`config.mk`:
```
export PLATFORM = sky130hd
export DESIGN_NAME = fifo_uart_tx
export DESIGN_NICKNAME = d
export VERILOG_FILES = /design/src/rtl/fifo_uart_pkg.sv /design/src/rtl/uart_bit_timer.sv /design/src/rtl/fifo_uart_tx.sv
export SDC_FILE = /design/constraint.sdc
export NUM_CORES = 1
export LEC_CHECK = 0
export CELL_PAD_IN_SITES_DETAIL_PLACEMENT = 1
export CELL_PAD_IN_SITES_GLOBAL_PLACEMENT = 2
export CORE_AREA = 2 2 47 82
export CTS_CLUSTER_SIZE = 40
export DETAILED_ROUTE_END_ITERATION = 16
export DIE_AREA = 0 0 49 84
export PLACE_DENSITY_LB_ADDON = 0.2
export SETUP_SLACK_MARGIN = 0.4
export SLEW_MARGIN = 15
export SYNTH_ARGS = -nofsm -noshare
export SYNTH_HDL_FRONTEND = slang
export SYNTH_SLANG_ARGS = --single-unit
```
`constraint.sdc`:
```
create_clock -name clk -period 3.1 [get_ports clk]
set_input_delay 0.62 -clock clk [delete_from_list [all_inputs] [get_ports clk]]
set_output_delay 0.62 -clock clk [all_outputs]
set_load 0.1 [all_outputs]
```
`src/rtl/fifo_uart_pkg.sv`:
```
// Shared state encoding and parameter limits for the FIFO-draining UART transmitter.
package fifo_uart_pkg;

    typedef enum logic [2:0] {
        IDLE   = 3'd0,
        START  = 3'd1,
        DATA   = 3'd2,
        PARITY = 3'd3,
        STOP   = 3'd4
    } uart_state_e;

    localparam int unsigned STOP_BITS_MIN    = 1;
    localparam int unsigned STOP_BITS_MAX    = 2;
    localparam int unsigned CLKS_PER_BIT_MIN = 2;
    localparam int unsigned DSIZE_MIN        = 1;

endpackage

```
`src/rtl/uart_bit_timer.sv`:
```
// Bit-period timer: counts 0..CLKS_PER_BIT-1 and flags the last cycle of each bit.
module uart_bit_timer
    import fifo_uart_pkg::*;
#(
    parameter int unsigned CLKS_PER_BIT = 16
) (
    input  logic clk,
    input  logic rst,
    input  logic restart,
    output logic bit_end,
    output logic bit_end_next_c
);

    localparam int unsigned CW = $clog2(CLKS_PER_BIT);

    if (CLKS_PER_BIT < CLKS_PER_BIT_MIN) begin : g_bad_cpb
        $error("uart_bit_timer: CLKS_PER_BIT below minimum");
    end

    logic [CW-1:0] cnt_q;
    logic [CW-1:0] cnt_d;

    assign bit_end        = (cnt_q == CW'(CLKS_PER_BIT - 1));
    // Lookahead lets the parent register a pulse that lands on the last cycle.
    assign bit_end_next_c = (cnt_d == CW'(CLKS_PER_BIT - 1));

    always_comb begin
        cnt_d = cnt_q + CW'(1);
        if (restart || bit_end) begin
            cnt_d = '0;
        end
    end

    always_ff @(posedge clk) begin
        if (rst) begin
            cnt_q <= '0;
        end else begin
            cnt_q <= cnt_d;
        end
    end

endmodule

```
`src/rtl/fifo_uart_tx.sv`:
```
// FIFO-draining UART transmitter: pops one word per frame and sends it LSB first on txd.
module fifo_uart_tx
    import fifo_uart_pkg::*;
#(
    parameter int unsigned DSIZE        = 8,
    parameter int unsigned CLKS_PER_BIT = 16,
    parameter int unsigned PARITY_EN    = 0,
    parameter int unsigned STOP_BITS    = 1
) (
    input  logic             clk,
    input  logic             rst,
    input  logic [DSIZE-1:0] rdata,
    input  logic             rempty,
    output logic             rinc,
    output logic             txd,
    output logic             busy,
    output logic             frame_done
);

    localparam int unsigned BCW = $clog2(DSIZE + STOP_BITS + 1);

    if (CLKS_PER_BIT < CLKS_PER_BIT_MIN) begin : g_bad_cpb
        $error("fifo_uart_tx: CLKS_PER_BIT below minimum");
    end
    if (STOP_BITS < STOP_BITS_MIN || STOP_BITS > STOP_BITS_MAX) begin : g_bad_stop
        $error("fifo_uart_tx: STOP_BITS must be 1 or 2");
    end
    if (DSIZE < DSIZE_MIN) begin : g_bad_dsize
        $error("fifo_uart_tx: DSIZE must be at least 1");
    end

    uart_state_e      state_q, state_d;
    logic [DSIZE-1:0] sreg_q, sreg_d;
    logic             par_q, par_d;
    logic [BCW-1:0]   bcnt_q, bcnt_d;
    logic             txd_q, txd_d;
    logic             busy_q, busy_d;
    logic             done_q, done_d;
    logic             bit_end;
    logic             bit_end_next_c;
    logic             last_data;
    logic             last_stop;

    uart_bit_timer #(
        .CLKS_PER_BIT (CLKS_PER_BIT)
    ) u_timer (
        .clk            (clk),
        .rst            (rst),
        .restart        (state_q == IDLE),
        .bit_end        (bit_end),
        .bit_end_next_c (bit_end_next_c)
    );

    assign rinc       = (state_q == IDLE) && !rempty && !rst;
    assign last_data  = (bcnt_q == BCW'(DSIZE - 1));
    assign last_stop  = (bcnt_q == BCW'(STOP_BITS - 1));
    assign txd        = txd_q;
    assign busy       = busy_q;
    assign frame_done = done_q;

    // Next-state, datapath and registered-output lookahead.
    always_comb begin
        state_d = state_q;
        sreg_d  = sreg_q;
        par_d   = par_q;
        bcnt_d  = bcnt_q;
        done_d  = 1'b0;

        case (state_q)
            IDLE: begin
                if (rinc) begin
                    sreg_d  = rdata;
                    par_d   = ^rdata;
                    state_d = START;
                end
            end
            START: begin
                if (bit_end) begin
                    state_d = DATA;
                end
            end
            DATA: begin
                if (bit_end) begin
                    if (last_data) begin
                        bcnt_d  = '0;
                        state_d = (PARITY_EN != 0) ? PARITY : STOP;
                    end else begin
                        bcnt_d = bcnt_q + BCW'(1);
                        sreg_d = sreg_q >> 1;
                    end
                end
            end
            PARITY: begin
                if (bit_end) begin
                    state_d = STOP;
                end
            end
            STOP: begin
                done_d = last_stop && bit_end_next_c;
                if (bit_end) begin
                    if (last_stop) begin
                        bcnt_d  = '0;
                        state_d = IDLE;
                    end else begin
                        bcnt_d = bcnt_q + BCW'(1);
                    end
                end
            end
            default: begin
                state_d = IDLE;
            end
        endcase

        case (state_d)
            START:   txd_d = 1'b0;
            DATA:    txd_d = sreg_d[0];
            PARITY:  txd_d = par_d;
            default: txd_d = 1'b1;
        endcase

        // A non-empty FIFO at frame end guarantees a pop in the following IDLE cycle.
        busy_d = (state_d != IDLE) || ((state_q == STOP) && !rempty);
    end

    always_ff @(posedge clk) begin
        if (rst) begin
            state_q <= IDLE;
            sreg_q  <= '0;
            par_q   <= 1'b0;
            bcnt_q  <= '0;
            txd_q   <= 1'b1;
            busy_q  <= 1'b0;
            done_q  <= 1'b0;
        end else begin
            state_q <= state_d;
            sreg_q  <= sreg_d;
            par_q   <= par_d;
            bcnt_q  <= bcnt_d;
            txd_q   <= txd_d;
            busy_q  <= busy_d;
            done_q  <= done_d;
        end
    end

endmodule

```
## Word-level counts from Yosys, hierarchy flattened

Index checks and enable logic that the tools add are counted.

| cells by class | value |
|---|---|
| muxes and demuxes | 21 |
| reduce and logical (&&, ||, !) cells | 17 |
| bitwise logic cells | 1 |
| add/sub/neg operators | 2 |
| equal/unequal tests | 14 |

Operators with widths:

| kind | count |
|---|---|
| two-way mux 8 bit | 3 |
| two-way mux 3 bit | 7 |
| two-way mux 4 bit | 5 |
| case mux 8 bit (2 select lines) | 1 |
| case mux 3 bit (5 select lines) | 1 |
| == test 3 x 2 -> 1 bit, second input constant | 4 |
| adder 4 x 1 -> 4 bit, second input constant | 2 |
| == test 4 bit, second input constant | 2 |
| case mux 4 bit (2 select lines) | 1 |
| parity 8 bit | 1 |
| == test 3 x 1 -> 1 bit, second input constant | 2 |
| == test 4 x 3 -> 1 bit, second input constant | 1 |
| logical AND 1 bit | 4 |
| zero test 4 bit | 1 |
| inequality test 2 x 1 -> 1 bit, second input constant | 2 |
| inequality test 2 bit, second input constant | 2 |
| AND reduction 4 bit | 1 |
| nonzero test 2 bit | 2 |
| == test 3 bit, second input constant | 1 |
| zero test 3 bit | 1 |
| case mux 1 bit (3 select lines) | 1 |
| AND reduction 3 bit | 1 |
| nonzero test 3 bit | 1 |
| zero test 1 bit | 2 |
| other kinds (4) | 6 |

| word-level totals | value |
|---|---|
| bits in registers | 23 |
| word-level logic and storage cells | 64 |
| output and inout port bits | 4 |
| bits of input ports | 11 |

## Logic depth before layout (Yosys ltp)

| logic depth | value |
|---|---|
| word-level depth | 7 |
| depth in mapped cells | 8 |
| gate-level depth less buffers | 7 |

## Modules after synthesis

From an unflattened synthesis, not the netlist that was laid out.

| unflattened totals | value |
|---|---|
| cell total of the unflattened synthesis | 131 |
| area total of the unflattened synthesis | 1163.6 µm² |

Modules (own cells, without submodules):

| module | sequential area each (µm²) | instances | cells an instance | area an instance (µm²) |
|---|---|---|---|---|
| fifo_uart_tx | 380.4 | 1 | 114 | 991.0 |
| uart_bit_timer | 80.1 | 1 | 17 | 172.7 |

## Worst setup path before layout

Ideal clock, no wire load.

| timing path | value |
|---|---|
| path kind | input to output |
| start point | input port rempty |
| end point | output port rinc |
| slack | 1.316 ns |
| arrival time | 1.164 ns |
| path buffers | 1 |
| required time | 2.480 ns |
| cell stages on the path | 4 |
| cell sequence | nor2_1 nand2_1 inv_1 buf_6 |

| between the ends | value |
|---|---|
| word-level cells in the longest chain between the ends | 3 |

RTL lines:

| item | line | RTL |
|---|---|---|
| start, declared | fifo_uart_tx.sv:13 | `input logic rempty,` |
| zero test 1 bit | fifo_uart_tx.sv:54 | `assign rinc = (state_q == IDLE) && !rempty && !rst;` |
| logical AND 1 bit (2 in a row) | fifo_uart_tx.sv:54 |  |
| end, declared | fifo_uart_tx.sv:14 | `output logic rinc,` |

Every way passes these cells.

## Worst setup path after layout

Ends and elaborated chain as after synthesis.

==> impl_metrics.py <==
metrics = {
    "critical_path": {
        "rr_startpoint": "u_timer.cnt_q[0]",
        "worst-path-buf-inv": 3,
        "setup.worst_path.end_class": "output port",
        "cp.arrival_ns": 1.74,
        "r2r_slack_ns": 1.07,
        "critical_path.top_delay_family": "buffers and inverters",
        "critPathLaunchType": "primary input",
        "crit_path_top_delay_cell": "clkdlybuf4s50_1",
        "reg2reg_depth": 6,
        "path_depth": 5,
        "cp_cell_sequence": "clkdlybuf4s50_1 > nor2_1 > nand2_1 > inv_1 > buf_12",
        "r2r-end": "txd",
        "criticalPathCategory": "in -> out",
        "crit_required_ns": 2.48,
        "cp_max_fo": 7,
        "max_stage_delay_ns": 0.45,
        "worstSetupEndpoint": "rinc",
        "critPathLaunch": "rempty",
    },
    "floorplan": {
        "start_util": 0.3324,
        "coreArea_um2": 3520,
        "dieHeight_um": 84,
        "dieArea_um2": 4116,
        "ios": 15,
        "num_rows": 29,
        "chipWidth_um": 49,
    },
    "sta": {
        "setup_tns_ns": 0,
        "slew_violations": 0,
        "tightest_slew_ns": 0.4947,
        "layout_setup_ws_ns": 0.7450,
        "hold_viol_final": 0,
        "fin_crit_sh": 0.7597,
        "rsz0062_at_grt": "no",
        "period_minus_slack_ns": 2.355,
        "relSlewSlack": 0.6677,
        "max_freq_mhz": 424.6,
        "worst_clock_skew_ns": 0.003718,
        "setup_viol": 0,
    },
    "yosys": {
        "syn_area_um2": 1170,
        "yosysWarningCount": 0,
        "synth_common_cells": "dfxtp_1, a21oi_1, nor2_1",
        "yosys_register_bits": 23,
        "synth_top_area_cell": "dfxtp_1",
        "ys_seq_area_frac": 0.3936,
        "synth_most_common_cell": "dfxtp_1",
        "ys_top_cells_by_area": "dfxtp_1, xnor2_1, a21oi_1, nor2_1, a22oi_1",
        "synth.avg_cell_area_um2": 8.999,
        "syn_inst": 130,
        "synth_top_area_frac": 0.3936,
        "synth_ff_type": "dfxtp_1",
        "syn_nets": 144,
        "async_flop_share": 0,
        "ys_types": 37,
        "synth_edf_count": 0,
    },
    "grt": {
        "grt_pass1_wl_mm": 4.747,
        "track_usage": 0.1480,
        "grt_pass1_vias": 1024,
        "antenna_found_initial": 0,
        "grt_max_degree": 22,
        "grt-ovfl-total": 0,
    },
    "min_path": {
        "holdCritPathClass": "reg -> reg",
    },
    "flow_run": {
        "cap_viol_max_count": 0,
    },
    "clocking": {
        "cts_buffers": 3,
        "hold_buffers": 0,
        "cts_tree": "built",
        "cts_resized": 0,
        "clockBufferDepth": 2,
        "post-cts-setup-buffer-count": 0,
        "cts_sinks": 23,
        "h-tree-depth": 1,
        "clk_latency_ns": 0.26,
        "clkSlewWorstSetupHoldPaths_ns": 0.08,
        "cts-root-buf": "clkbuf_8",
    },
    "power": {
        "clkPwrFrac": 0.301,
        "pwr-share-comb": 0.177,
        "ir_worst_vdd_mv": 0.2240,
        "p_sw_mw": 0.1624,
        "power.internal_mw": 0.4410,
        "power.density_nw_per_um2": 432.2,
        "sw_frac_of_total": 0.2692,
        "leakage_nw": 0.4865,
        "p_seq_frac": 0.522,
    },
    "status": {
        "outcome": "completed",
    },
    "place": {
        "routabilityCongestion": 0.7407,
        "io_buffers": 14,
        "place_ws_ns": 0.7138,
        "place_hpwl_mm": 2.289,
    },
    "drt": {
        "drc_errors": 0,
        "drt_pass1_iterations": 4,
        "ant_nets": 0,
        "routedWlPerCell_um": 14.97,
        "post_drt_via_cell_ratio": 5.158,
        "drtIter0Drc": 16,
        "vias": 980,
        "drt-total-wl_mm": 2.844,
    },
    "layout": {
        "insertedDiodeCount": 0,
        "area_growth_syn_to_layout_pct": 19.36,
        "drive_gt1_frac": 0.1181,
        "fin_nets": 159,
    },
}
## registers in the layout, summed over array words and instances (netlist names)
register       flops
sreg_q             8
bcnt_q             4
u_timer.cnt_q      4
state_q            3
busy               1
frame_done         1
par_q              1
txd                1
## power groups by stage
stage | sequential, mW | clock (mW) | combinational, mW
final | 0.315 | 0.182 | 0.107
after global routing | 0.317 | 0.206 | 0.117
after CTS | 0.315 | 0.190 | 0.109
after detailed placement | 0.322 | 0 | 0.109
after global placement | 0.322 | 0 | 0.107
after floorplan | 0.338 | 0 | 0.0556
## per-layer routing
layer / routed length, um / global-route usage / vias to the layer above
met5: 0 / 0 / -
li1: - / - / 490
met4: 23 / 0.04675 / 0
met1: 1067 / 0.1437 / 476
met3: 61 / 0.02151 / 2
met2: 1691 / 0.3026 / 12
## final cells by class
class	count	area, um2
clock buffer	4	45.04
timing repair buffer	16	157.7
fill	424	2123
multi-input combinational	95	653.1
inverter	6	22.52
tap	46	57.56
sequential	23	460.4
## worst min-delay path by stage
| stage | endpoint | from | cells after the start |
|---|---|---|---|
| 2_1_floorplan | u_timer.cnt_q[0] | u_timer.cnt_q[0] | 1 |
| 3_3_place_gp | sreg_q[6] | sreg_q[6] | 2 |
| 3_5_place_dp | sreg_q[3] | sreg_q[3] | 2 |
| 4_1_cts | sreg_q[3] | sreg_q[3] | 2 |
| 5_1_grt | sreg_q[5] | sreg_q[5] | 2 |
| 6_report | sreg_q[6] | sreg_q[6] | 2 |
## worst register-to-register path, stage by stage, from the launching register on
cell and delay, ns:
dfxtp_1 0.39, ha_1 0.23, nand3_2 0.26, nor4_4 0.57, nor3_2 0.09, o2111a_1 0.27
a211oi_2 0.15
## cells in the final DEF (no fill, tap or decap), drive strengths merged
cell           Yosys  routed
a211oi             2       2
a21oi             13      13
a22oi              6       6
a31oi              2       2
and3               2       2
and3b              1       1
and4               1       1
buf                4       6
clkbuf             2       4
clkdlybuf4s50      0      10
dfxtp             23      23
ha                 3       3
inv                6       6
mux2i              3       3
nand2             12      12
nand2b             3       3
nand3              2       2
nand3b             1       1
nand4              1       1
nor2              13      13
nor3               7       7
nor3b              3       3
nor4               1       1
o2111a             2       2
o211ai             1       1
o22ai              1       1
o32a               1       1
o32ai              1       1
or3                1       1
or3b               1       1
or4                1       1
xnor2              8       8
xor2               2       2
## kinds of logic after synthesis
kind of cell,synth area share
buffers and inverters,0.04812
and+or+nand+nor,0.2513
muxes,0.02567
xor gates and xnor gates,0.07487
adders and majority gates,0.03209
AOI/OAI and AO/OA,0.1743
DFF,0.3936
## per-stage QoR
| stage | hold WS, ns | util | cell area [um2] | power, mW | std cells |
|---|---|---|---|---|---|
| after floorplan | 0.4303 | - | 1170 | 0.3936 | 130 |
| after global placement | 0.4458 | 0.3839 | 1351 | 0.4285 | 186 |
| after detailed placement | 0.4602 | 0.3839 | 1351 | 0.4306 | 186 |
| after CTS | 0.4716 | 0.3967 | 1396 | 0.6139 | 190 |
| after global routing | 0.4964 | 0.3967 | 1396 | 0.6392 | 190 |
| final | 0.4653 | 0.3967 | 1396 | 0.6035 | 190 |
(Power assumes the default switching activity.)
